## src/rtl/fifo_access_arbiter.sv

```systemverilog
// Round-robin write arbiter for two producers plus a single-consumer read
// sequencer, placed directly in front of a DEPTH x WIDTH fifo.
module fifo_access_arbiter #(
  parameter int DEPTH = 16,
  parameter int WIDTH = 8,
  parameter int CW    = 5
) (
  input  logic             clk,
  input  logic             rst_n,
  input  logic             p0_valid,
  input  logic [WIDTH-1:0] p0_data,
  output logic             p0_ready,
  input  logic             p1_valid,
  input  logic [WIDTH-1:0] p1_data,
  output logic             p1_ready,
  input  logic             c_rd_req,
  output logic             c_valid,
  output logic [WIDTH-1:0] c_data,
  output logic             fifo_wr_n,
  output logic             fifo_rd_n,
  output logic [WIDTH-1:0] fifo_data_in,
  input  logic [WIDTH-1:0] fifo_data_out,
  input  logic             fifo_over_flow,
  input  logic             fifo_under_flow,
  output logic [CW-1:0]    count,
  output logic             full,
  output logic             empty,
  output logic             err
);

  logic [CW-1:0] count_q, count_d;
  logic          last_q, last_d;
  logic          c_valid_q, c_valid_d;
  logic          err_q, err_d;
  logic          space, grant0, grant1, wr_go, rd_go;

  // Strobes are gated by rst_n so the fifo sees no access while reset is held.
  always_comb begin
    space  = (count_q < CW'(DEPTH));
    grant0 = 1'b0;
    grant1 = 1'b0;
    if (rst_n && space) begin
      if (p0_valid && p1_valid) begin
        grant0 = last_q;
        grant1 = ~last_q;
      end else begin
        grant0 = p0_valid;
        grant1 = p1_valid;
      end
    end
    wr_go = grant0 | grant1;
    rd_go = rst_n & c_rd_req & (count_q != '0);
  end

  always_comb begin
    count_d = count_q;
    case ({wr_go, rd_go})
      2'b10:   count_d = count_q + CW'(1);
      2'b01:   count_d = count_q - CW'(1);
      default: count_d = count_q;
    endcase
    last_d = last_q;
    if (grant1) begin
      last_d = 1'b1;
    end else if (grant0) begin
      last_d = 1'b0;
    end
    c_valid_d = rd_go;
    err_d     = err_q | fifo_over_flow | fifo_under_flow;
  end

  always_ff @(posedge clk or negedge rst_n) begin
    if (!rst_n) begin
      count_q   <= '0;
      last_q    <= 1'b1;
      c_valid_q <= 1'b0;
      err_q     <= 1'b0;
    end else begin
      count_q   <= count_d;
      last_q    <= last_d;
      c_valid_q <= c_valid_d;
      err_q     <= err_d;
    end
  end

  assign p0_ready     = grant0;
  assign p1_ready     = grant1;
  assign fifo_wr_n    = ~wr_go;
  assign fifo_rd_n    = ~rd_go;
  assign fifo_data_in = grant1 ? p1_data : p0_data;
  assign c_valid      = c_valid_q;
  assign c_data       = c_valid_q ? fifo_data_out : '0;
  assign count        = count_q;
  assign full         = (count_q == CW'(DEPTH));
  assign empty        = (count_q == '0);
  assign err          = err_q;

endmodule

```

## config.mk

```make
export PLATFORM = sky130hd
export DESIGN_NAME = fifo_access_arbiter
export DESIGN_NICKNAME = d
export VERILOG_FILES = /design/src/rtl/fifo_access_arbiter.sv
export SDC_FILE = /design/constraint.sdc
export NUM_CORES = 1
export LEC_CHECK = 0
export ABC_CLOCK_PERIOD_IN_PS = 2880
export CAP_MARGIN = 20
export CELL_PAD_IN_SITES_DETAIL_PLACEMENT = 1
export CELL_PAD_IN_SITES_GLOBAL_PLACEMENT = 1
export CORE_MARGIN = 3
export CORE_UTILIZATION = 21
export CTS_BUF_LIST = sky130_fd_sc_hd__clkbuf_8
export DETAILED_ROUTE_END_ITERATION = 12
export PLACE_DENSITY = 0.78
export SLEW_MARGIN = 10
export SYNTH_ARGS = -nofsm -noshare
export SYNTH_HDL_FRONTEND = slang
export SYNTH_SLANG_ARGS = --single-unit
```

## constraint.sdc

```tcl
create_clock -name clk -period 2.88 [get_ports clk]
set_input_delay 0.576 -clock clk [delete_from_list [all_inputs] [get_ports clk]]
set_output_delay 0.576 -clock clk [all_outputs]
set_load 0.005 [all_outputs]
```

==> results by group, run 1 <==
Run status
  • Outcome: complete, no violations

Synth
  • Share of the synthesized area in the top cell type: 25.7%
  • Synthesized area per cell: 9.34 um^2
  • Share of synthesized area occupied by flip-flops and latches: 29.5%
  • Largest cells by area after synthesis: dfrtp_1 (26%), mux2_2 (12%), and2_1 (8.3%)
  • Cell area after technology mapping: 682 um^2
  • Synth cell count leaders: and2_1 (9), dfrtp_1 (7), inv_1 (7), mux2_2 (7), nand2_1 (7)
  • Share of async-settable or async-resettable flops after synthesis: 100%
  • Most common cell in the synthesized netlist: and2_1
  • Net count after synthesis: 109
  • Synth Instances: 73
  • Synth Flop Type: dfrtp_1
  • Post-synth top area cell: dfrtp_1
  • Cell variety after synth: 32
  • Count of flip-flops with a built-in enable after synthesis: 0
  • Number of synthesis warnings: 0
  • Number of synthesized register bits: 8

Clocking
  • Sinks on Clock Net: 8
  • CTS tree: done
  • # Post-CTS Setup Buffers: 0
  • Maximum root-to-sink buffer count: 2
  • Clock root buffer master: clkbuf_8
  • Number of H-tree branching levels: 1
  • Skew-Pair Late Insertion Delay: 0.23 ns
  • TritonCTS buffer count: 3
  • Register clock-pin slew on the reported worst setup and hold paths: 0.04 ns

Hold path
  • Min-delay worst type: flop to flop

Final layout
  • Area occupied by multi-input gates: 458 um^2
  • Sequential cell area: 201 um^2
  • Cell area after layout: 1440 um^2
  • Final Net Count: 180
  • Area Growth Syn to Fin: 111%
  • Count of antenna diodes in the layout: 0
  • Number of inserted filler cells in the final layout: 364
  • Share of final-layout standard cells stronger than drive strength 1: 16.1%

Global route
  • Total grt overflow: 0
  • Global-route total usage across every layer: 14.4%
  • Via count of the first global-routing pass: 850
  • Maximum number of pins on one net before global-route repair: 11
  • Initial antenna violation count: 0
  • Wire length of the first global-routing pass: 4.36 mm

Power and ir drop
  • Power density normalized to cell area: 631 nW/um^2
  • Leakage power total: 0.603 nW
  • IR drop worst, VDD: 0.242 mV

Critical path
  • Most numerous cell on the critical path: clkdlybuf4s50_1
  • Delay of the slowest cell on the worst path: 0.49 ns
  • Critical path data required time: 2.30 ns
  • Setup slack on the worst flop-to-flop path: 0.28 ns
  • Crit path buffers/inverters: 2
  • Sequence of cells on the critical path: clkdlybuf4s50_1 > nor2b_4 > nand3_4 > mux2_1 > clkdlybuf4s50_1
  • Arrival time at the worst endpoint: 2.21 ns
  • Crit-path slowest cell: clkdlybuf4s50_1
  • Crit end category: output pin
  • Critical setup path kind: primary input to output pin
  • Type of origin of the critical path: primary input
  • Maximum net fanout on the critical path: 10
  • Family with the most delay on the worst path: buffers and inverters

STA
  • Final period utilization: 96.8%
  • Setup Viol. Count Final: 0
  • Actual slew at the worst max-slew pin: 0.285 ns
  • Final Slew Violations: 0
  • Post-route clock skew: 0.00567 ns
  • Worst slack on hold paths: 0.466 ns
  • Highest clock rate: 0.359 GHz
  • Final critical path time including I/O delays and setup: 2.79 ns
  • Final Hold Vio Count: 0
  • Worst slew margin relative to its limit: 80.8%

Routing
  • DRC violations left: 0
  • Number of vias in the routed layout: 818
  • Sum of routed wire length over all layers: 2.74 mm
  • DRC violation total after the first TritonRoute iteration: 11
  • Average wire per cell in the routed design: 14.7 um
  • Average vias per placed instance: 4.37
  • Detailed-router iteration count before antenna repair: 4
  • Routed Antenna Nets: 0

Placement
  • Port-buffer cells: 59
  • Routability cong.: 0.742
  • Total half-perimeter wirelength after legalization and detailed placement: 2.38 mm
  • DP Area: 1380 um^2

Die
  • Die span in y: 63.0 um
  • Area of the die: 3970 um^2
  • Area of the core: 3080 um^2
  • DIE WIDTH: 63.0 um
  • Row count: 20
  • Initial Util: 22.2%
  • Io pins: 60

Job
  • Max-cap check violation count: 0
==> state kept, by name (all words and copies together) (netlist names) <==
signal	flops
c_valid	1
count	5
err	1
last_q	1
==> metrics by stage <==
| stage | setup WS (ns) | std cells | setup TNS, ns | util (%) | total power, mW |
|---|---|---|---|---|---|
| 2_1_floorplan | 0.380 | 73 | 0 | - | 0.473 |
| 3_3_place_gp | -0.0262 | 183 | -0.0262 | 44.7 | 0.744 |
| 3_5_place_dp | -0.117 | 183 | -0.124 | 44.7 | 0.769 |
| 4_1_cts | 0.0525 | 187 | 0 | 46.4 | 0.914 |
| 5_1_grt | -0.000943 | 187 | -0.000943 | 46.7 | 0.988 |
| 6_report | 0.0917 | 187 | 0 | 46.7 | 0.907 |
==> layout by cell type, fill, tap and decap left out, types with 2 or more instances in the layout <==
cell type / synthesis / layout
inv_1: 7 / 8
nand2_1: 7 / 7
a21oi_1: 2 / 2
clkbuf_8: 0 / 3
clkdlybuf4s50_1: 0 / 59
buf_4: 0 / 8
mux2_2: 7 / 7
or3_1: 2 / 2
and2_1: 9 / 9
nor2b_4: 1 / 2
xor2_1: 2 / 2
dfrtp_1: 7 / 7
ha_1: 4 / 4
o21ai_0: 4 / 3
==> layout make-up <==
class,instances,share of cell area (%)
timing repair buffer,67,45.3
multi-input combinational,57,31.9
sequential,8,14.0
tap,44,3.83
clock buffer,3,2.87
inverter,7,1.83
clock inverter,1,0.261
==> worst paths after layout <==
check                                        to  depth (start not counted)     start
min in group asynchronous              count[0]                          2     rst_n
worst max register to register         count[4]                          9  count[0]
worst min register to register           last_q                          2    last_q
max in group asynchronous                last_q                          2     rst_n
worst max-delay path            fifo_data_in[6]                          5     rst_n
worst min-delay path                     last_q                          2    last_q
==> cells by family after synthesis <==
logic type | synth area share (%)
compound gates | 10.1
xor+xnor | 3.85
fa+ha+maj | 10.3
buf+inv | 5.51
flops | 29.5
mux | 14.7
simple gates | 26.1
==> power breakdown <==
part,internal (mW),switching (mW)
registers,0.164,0.0602
clock network,0.0922,0.0438
logic,0.329,0.218
total,0.585,0.322
==> tightest hold or removal path: stages, from the launching register on <==
cell,delay [ns]
dfstp_2,0.37
nand2_1,0.05
nand2_1,0.05
==> what timing repair did <==
item,CTS,global route
pin swaps,0,0
endpoints found under the setup margin,1,9
endpoints found under the hold margin,0,0
hold buffers,0,0
resized for setup,1,3
==> routing by layer <==
layer | GRT usage, % | vias up | routed length (um)
met5 | 0 | - | 0
met4 | 8.26 | 0 | 57
met3 | 2.52 | 4 | 166
met2 | 26.2 | 31 | 1450
li1 | - | 397 | -
met1 | 15.3 | 386 | 1060
Note: power is estimated with default switching activity, not from simulation.
==> run 2: changes to the inputs <==
--- a/config.mk
+++ b/config.mk
@@ -9,7 +9,7 @@
 export CAP_MARGIN = 20
 export CELL_PAD_IN_SITES_DETAIL_PLACEMENT = 1
 export CELL_PAD_IN_SITES_GLOBAL_PLACEMENT = 1
-export CORE_MARGIN = 3
+export CORE_MARGIN = 5
 export CORE_UTILIZATION = 21
 export CTS_BUF_LIST = sky130_fd_sc_hd__clkbuf_8
 export DETAILED_ROUTE_END_ITERATION = 12
==> constraint.sdc (replaced) <==
create_clock -name clk -period 2.88 [get_ports clk]
set_input_delay 0.288 -clock clk [delete_from_list [all_inputs] [get_ports clk]]
set_output_delay 0.288 -clock clk [all_outputs]
set_load 0.005 [all_outputs]
==> results by group, run 2 (synthesis results as in run 1) <==
Run status
  • Outcome: complete, no violations

Routing
  • DRC violation total after the first TritonRoute iteration: 6 (-5)
  • DRC violations left: 0 (unchanged)
  • Sum of routed wire length over all layers: 3.02 mm (+10%)
  • Average vias per placed instance: 4.35 (-0.60%)
  • Detailed-router iteration count before antenna repair: 2 (-2)
  • Routed Antenna Nets: 0 (unchanged)
  • Average wire per cell in the routed design: 16.7 um (+14%)
  • Number of vias in the routed layout: 787 (-3.8%)

Die
  • Io pins: 60 (unchanged)
  • Area of the core: 3080 um^2 (unchanged)
  • Initial Util: 22.2% (unchanged)
  • DIE WIDTH: 67.0 um (+6.4%)
  • Row count: 20 (unchanged)
  • Die span in y: 67.0 um (+6.4%)
  • Area of the die: 4490 um^2 (+13%)

STA
  • Worst slew margin relative to its limit: 77.9% (-2.9 points)
  • Setup Viol. Count Final: 0 (unchanged)
  • Worst slack on hold paths: 0.402 ns (-0.0640 ns)
  • Final period utilization: 93.1% (-3.7 points)
  • Total negative setup slack: 0 ns (unchanged)
  • Final Hold Vio Count: 0 (unchanged)
  • Final Slew Violations: 0 (unchanged)
  • Highest clock rate: 0.373 GHz (+4.0%)
  • Actual slew at the worst max-slew pin: 0.328 ns (+0.0427 ns)
  • Post-route clock skew: 0.00409 ns (-0.00158 ns)
  • Final critical path time including I/O delays and setup: 2.68 ns (-0.107 ns)

Final layout
  • Flip-flop count of the largest register after layout: 5 (unchanged)
  • Cell area after layout: 1390 um^2 (-3.1%)
  • Final Instance Count excl. Fillers: 181 (-3.2%)
  • Number of inserted filler cells in the final layout: 377 (+3.6%)
  • Final Net Count: 174 (-3.3%)
  • Most common library cell in the layout ignoring fill and taps: clkdlybuf4s50_1
  • Area Growth Syn to Fin: 104%
  • Share of final-layout standard cells stronger than drive strength 1: 13.9% (-2.2 points)
  • Area occupied by multi-input gates: 458 um^2 (unchanged)
  • Sequential cell area: 201 um^2 (unchanged)
  • Count of antenna diodes in the layout: 0 (unchanged)
  • Commonest non-fill, non-tap cells in the layout: clkdlybuf4s50_1 (59), and2_1 (9), inv_1 (8)

Critical path
  • Crit end category: flop
  • Arrival time at the worst endpoint: 2.78 ns (+0.57 ns)
  • Crit-path slowest cell: or4_1
  • Crit path buffers/inverters: 1 (-1)
  • Family with the most delay on the worst path: simple AND/OR/NAND/NOR gates
  • Critical path data required time: 2.98 ns (+0.68 ns)
  • Sequence of cells on the critical path: nor4_2 > nor2b_2 > nor2_1 > ha_1 > inv_1 > fa_1 > nor2b_4 > or4_1 > nand4_1 > o311ai_1
  • Delay of the slowest cell on the worst path: 0.49 ns (about the same)
  • Type of origin of the critical path: flop
  • Maximum net fanout on the critical path: 5 (-5)
  • Critical setup path kind: flop to flop

Placement
  • Routability cong.: 0.890 (+20%)
  • DP Area: 1330 um^2 (-3.3%)
  • Port-buffer cells: 59 (unchanged)
  • Total half-perimeter wirelength after legalization and detailed placement: 2.54 mm (+7.0%)
  • Placed Cells incl. Taps: 177 (-3.3%)

Power and ir drop
  • Leakage power total: 0.571 nW (-5.3%)
  • Overall Power: 0.897 mW (-1.1%)
  • Power density normalized to cell area: 645 nW/um^2 (+2.1%)
  • IR drop worst, VDD: 0.188 mV (-22%)

Global route
  • Wire length of the first global-routing pass: 4.44 mm (+1.7%)
  • Maximum number of pins on one net before global-route repair: 11 (unchanged)
  • Via count of the first global-routing pass: 915 (+7.6%)
  • Initial antenna violation count: 0 (unchanged)
  • Global-route total usage across every layer: 13.5% (-0.89 points)
  • Total grt overflow: 0 (unchanged)

Clocking
  • Sinks on Clock Net: 8 (unchanged)
  • # Post-CTS Setup Buffers: 0 (unchanged)
  • Skew-Pair Late Insertion Delay: 0.23 ns (about the same)
  • CTS tree: done
  • Maximum root-to-sink buffer count: 2 (unchanged)
  • TritonCTS buffer count: 3 (unchanged)
  • Count of instances resized after the clock tree is built: 0 (-1)
  • CTS hold repair buffers: 0 (unchanged)
  • Number of H-tree branching levels: 1 (unchanged)
  • Clock root buffer master: clkbuf_8
  • Register clock-pin slew on the reported worst setup and hold paths: 0.05 ns (about the same)

Hold path
  • Min-delay worst type: primary input to asynchronous set/reset pin

Job
  • Max-cap check violation count: 0 (unchanged)
## run 2: changes by cell type in the layout (fill, tap and decap cells not counted)
cell     delta
nor2b_1     -1
nor4_1      -1
nor2b_4     -1
nor4_2      +1
o21ai_1     -1
nor4b_2     +1
nor2_2      -1
nand3_2     +1
buf_4       -6
o21ai_0     +1
nor2b_2     +2
nor4b_1     -1
nand3_4     -1
nor2_1      +1
## run 2: final timing paths
check,start,to,slack (ns),cells after the start
max reg2reg,count[0],count[4],0.20,10
min reg2reg,last_q,last_q,0.47,2
max in group asynchronous,rst_n,last_q,2.26,2
max,count[0],count[4],0.20,10
min in group clk,last_q,last_q,0.47,2
min,rst_n,count[3],0.40,2
## run 2: per-stage QoR
step	worst slack (ns)	util, %
after CTS	0.0747	44.7
final	0.199	45.2
after floorplan	0.380	-
after detailed placement	0.168	43.3
after global placement	0.247	43.3
after global routing	-0.00344	45.2
## run 2: cell type report
| class | count | share of cell area (%) |
|---|---|---|
| Timing Repair Buffer | 61 | 43.5 |
| Multi-Input combinational cell | 57 | 32.9 |
| Sequential cell | 8 | 14.5 |
| Tap cell | 44 | 3.96 |
| Clock buffer | 3 | 2.97 |
| Inverter | 7 | 1.89 |
| Clock inverter | 1 | 0.270 |
## run 2: routing by layer
metal	GRT usage, %	part of all wire [%]	vias to the layer above
met5	0	0	-
met3	3.54	8.1	4
li1	-	-	380
met4	5.32	2.2	0
met1	13.3	34	371
met2	26.2	55	32
## run 2: power by group
group	switching [mW]	total (mW)	internal [mW]
registers	0.0666	0.230	0.163
clock network	0.0469	0.139	0.0926
logic	0.225	0.527	0.303
total	0.338	0.897	0.559
## run 2: worst register-to-register path: cells and delay by family, from the launching register on
| family | cells | cell delay (ns) |
|---|---|---|
| flops | 1 | 0.44 |
| fa+ha+maj | 2 | 0.53 |
| simple gates | 6 | 1.34 |
| buf+inv | 1 | 0.14 |
| compound gates | 1 | 0.10 |
==> run 3: changes to the inputs <==
--- a/config.mk
+++ b/config.mk
@@ -9,7 +9,7 @@
 export CAP_MARGIN = 20
 export CELL_PAD_IN_SITES_DETAIL_PLACEMENT = 1
 export CELL_PAD_IN_SITES_GLOBAL_PLACEMENT = 1
-export CORE_MARGIN = 5
+export CORE_MARGIN = 8
 export CORE_UTILIZATION = 21
 export CTS_BUF_LIST = sky130_fd_sc_hd__clkbuf_8
 export DETAILED_ROUTE_END_ITERATION = 12
@@ -18,3 +18,4 @@
 export SYNTH_ARGS = -nofsm -noshare
 export SYNTH_HDL_FRONTEND = slang
 export SYNTH_SLANG_ARGS = --single-unit
+export TNS_END_PERCENT = 1
==> results by group, run 3 (synthesis results as in run 1) <==
Critical path
  • Arrival time at the worst endpoint: 2.74 ns (-0.04 ns)
  • Most numerous cell on the critical path: ha_1
  • Family with the most delay on the worst path: simple AND/OR/NAND/NOR gates
  • Crit end category: flop
  • Critical path data required time: 2.97 ns (about the same)
  • Critical register-to-register path endpoint: count[4]
  • Sequence of cells on the critical path: nor4_1 > nor2b_1 > nor2_1 > ha_1 > ha_1 > nor2b_4 > or4_1 > nand4_1 > o311ai_1
  • Startpoint of the worst-slack reg-to-reg timing path: count[1]
  • Crit-path slowest cell: or4_1
  • Type of origin of the critical path: flop
  • Crit path buffers/inverters: 0 (-1)
  • Critical setup path kind: flop to flop
  • Maximum net fanout on the critical path: 4 (-1)
  • Setup slack on the worst flop-to-flop path: 0.23 ns (+0.04 ns)
  • Delay of the slowest cell on the worst path: 0.46 ns (-0.03 ns)
  • Cell count of the worst reg-to-reg path: 9 (-1)

Routing
  • Average vias per placed instance: 4.42 (+1.7%)
  • Routed Antenna Nets: 0 (unchanged)
  • Average wire per cell in the routed design: 16.9 um (+1.1%)
  • DRC violations left: 0 (unchanged)
  • Detailed-router iteration count before antenna repair: 4 (+2)
  • DRC violation total after the first TritonRoute iteration: 15 (+9)
  • Sum of routed wire length over all layers: 3.07 mm (+1.7%)
  • Number of vias in the routed layout: 805 (+2.3%)

Placement
  • Total half-perimeter wirelength after legalization and detailed placement: 2.68 mm (+5.3%)
  • Port-buffer cells: 59 (unchanged)
  • Pre-CTS setup slack: 0.169 ns (+0.00105 ns)
  • Routability cong.: 0.786 (-12%)

Job
  • Max-cap check violation count: 0 (unchanged)

Clocking
  • Clock root buffer master: clkbuf_8
  • # Post-CTS Setup Buffers: 0 (unchanged)
  • TritonCTS buffer count: 3 (unchanged)
  • Register clock-pin slew on the reported worst setup and hold paths: 0.04 ns (about the same)
  • Maximum root-to-sink buffer count: 2 (unchanged)
  • Sinks on Clock Net: 8 (unchanged)
  • Number of H-tree branching levels: 1 (unchanged)
  • Skew-Pair Late Insertion Delay: 0.23 ns (about the same)
  • CTS tree: done

Die
  • Io pins: 60 (unchanged)
  • DIE WIDTH: 73.0 um (+9.0%)
  • Area of the core: 3080 um^2 (unchanged)
  • Row count: 20 (unchanged)
  • Area of the die: 5330 um^2 (+19%)
  • Die span in y: 73.0 um (+9.0%)
  • Initial Util: 22.2% (unchanged)

STA
  • RSZ-0062 raised after global routing: false
  • Final Hold Vio Count: 0 (unchanged)
  • Setup Viol. Count Final: 0 (unchanged)
  • Highest clock rate: 0.378 GHz (+1.3%)
  • Worst slew margin relative to its limit: 77.1% (-0.75 points)
  • Final period utilization: 91.9% (-1.2 points)
  • Actual slew at the worst max-slew pin: 0.339 ns (+0.0112 ns)
  • Total negative setup slack: 0 ns (unchanged)
  • Worst slack on hold paths: 0.417 ns (+0.0153 ns)
  • Final Slew Violations: 0 (unchanged)
  • Post-route clock skew: 0.00202 ns (-0.00207 ns)
  • Final critical path time including I/O delays and setup: 2.65 ns (-0.0355 ns)
  • Setup slack after layout: 0.234 ns (+0.0355 ns)

Global route
  • Peak-usage layer in the global routing report: met2
  • Met1 Use GR: 10.0% (-3.3 points)
  • Total grt overflow: 0 (unchanged)
  • Initial antenna violation count: 0 (unchanged)
  • Global-route total usage across every layer: 11.3% (-2.2 points)
  • Met3 global-route usage: 3.43% (-0.11 points)
  • Wire length of the first global-routing pass: 4.59 mm (+3.4%)
  • Maximum number of pins on one net before global-route repair: 11 (unchanged)
  • GR Util met2: 21.5% (-4.7 points)
  • Via count of the first global-routing pass: 887 (-3.1%)

Final layout
  • Commonest non-fill, non-tap cells in the layout: clkdlybuf4s50_1 (59), and2_1 (9), inv_1 (8)
  • Area Growth Syn to Fin: 104% (about the same)
  • Number of inserted filler cells in the final layout: 353 (-6.4%)
  • Count of antenna diodes in the layout: 0 (unchanged)
  • Most common library cell in the layout ignoring fill and taps: clkdlybuf4s50_1
  • Share of final-layout standard cells stronger than drive strength 1: 13.0% (-0.83 points)
  • Final Core Density: 45.2% (about the same)
  • Final Net Count: 175 (+0.57%)
  • Flip-flop count of the largest register after layout: 5 (unchanged)

Power and ir drop
  • Switch share: 36.8% (-0.93 points)
  • Combinational share of power: 60.2% (+1.4 points)
  • Switch Pwr: 0.328 mW (-3.0%)
  • Cell internal pwr: 0.564 mW (+0.95%)
  • IR drop worst, VDD: 0.199 mV (+5.9%)
  • Relative contribution of sequential cells to total power: 24.1% (-1.6 points)
  • Leakage power total: 0.576 nW (+0.71%)
  • Power density normalized to cell area: 642 nW/um^2 (-0.45%)
  • Clock network fraction of design power: 15.7% (+0.2 points)
  • Overall Power: 0.892 mW (-0.54%)

Run status
  • Outcome: complete, no violations

Hold path
  • Min-delay worst type: primary input to asynchronous set/reset pin
==> run 3: cell types whose count changed in the layout (fill, tap and decap cells not counted) <==
cell | previous run | this run
buf_4 | 2 | 3
nor2b_1 | 0 | 1
nor2b_2 | 2 | 1
nor4_1 | 0 | 1
nor4_2 | 1 | 0
==> run 3: worst register-to-register path, cell delays in order (launching register included) <==
cell,delay (ns)
dfrtp_1,0.41
nor4_1,0.33
nor2b_1,0.24
nor2_1,0.11
ha_1,0.24
ha_1,0.34
nor2b_4,0.16
or4_1,0.46
nand4_1,0.11
o311ai_1,0.10
==> run 3: cell type report <==
class	instances	area [um^2]	area share, %
clock buffers	3	41.3	2.97
well taps	44	55.1	3.96
inverters	7	26.3	1.89
repair buffers	62	613	44.1
clock inverters	1	3.75	0.270
flip-flops and latches	8	201	14.5
multi-input cells	57	449	32.3
==> run 3: how the worst max path moves through the flow <==
stage	from	endpoint	slack, ns	cells past startpoint
after floorplan	count[0]	count[4]	0.38	9
after global placement	rst_n	count[4]	0.24	9
after detailed placement	rst_n	count[4]	0.17	10
after CTS	count[1]	count[4]	0.19	10
after global routing	count[1]	count[4]	0.01	10
final	count[1]	count[4]	0.23	9
==> run 3: per-layer routing <==
layer  routed length (um)  vias to the layer above
met5                    0                        -
met4                   60                        0
met3                  278                        4
met2                 1670                       32
met1                 1070                      386
li1                     -                      383
==> run 3: stage by stage <==
stage                     area [um^2]  instances
after floorplan                   682         73
final                            1390        182
after detailed placement         1340        178
after global placement           1340        178
after global routing             1390        182
after CTS                        1380        182
==> run 3: power by group through the flow <==
| stage | logic, mW | clock network, mW | registers, mW |
|---|---|---|---|
| finish | 0.537 | 0.140 | 0.215 |
| global route | 0.585 | 0.148 | 0.224 |
| CTS | 0.541 | 0.144 | 0.217 |
| detailed placement | 0.536 | 0 | 0.219 |
| global placement | 0.513 | 0 | 0.216 |
| floorplan | 0.261 | 0 | 0.212 |
==> run 3: timing repair <==
| item | 4_1_cts | 5_1_grt |
|---|---|---|
| hold buffers | 0 | 0 |
| setup endpoints to repair | 0 | 1 |
| gates resized for setup | 0 | 1 |
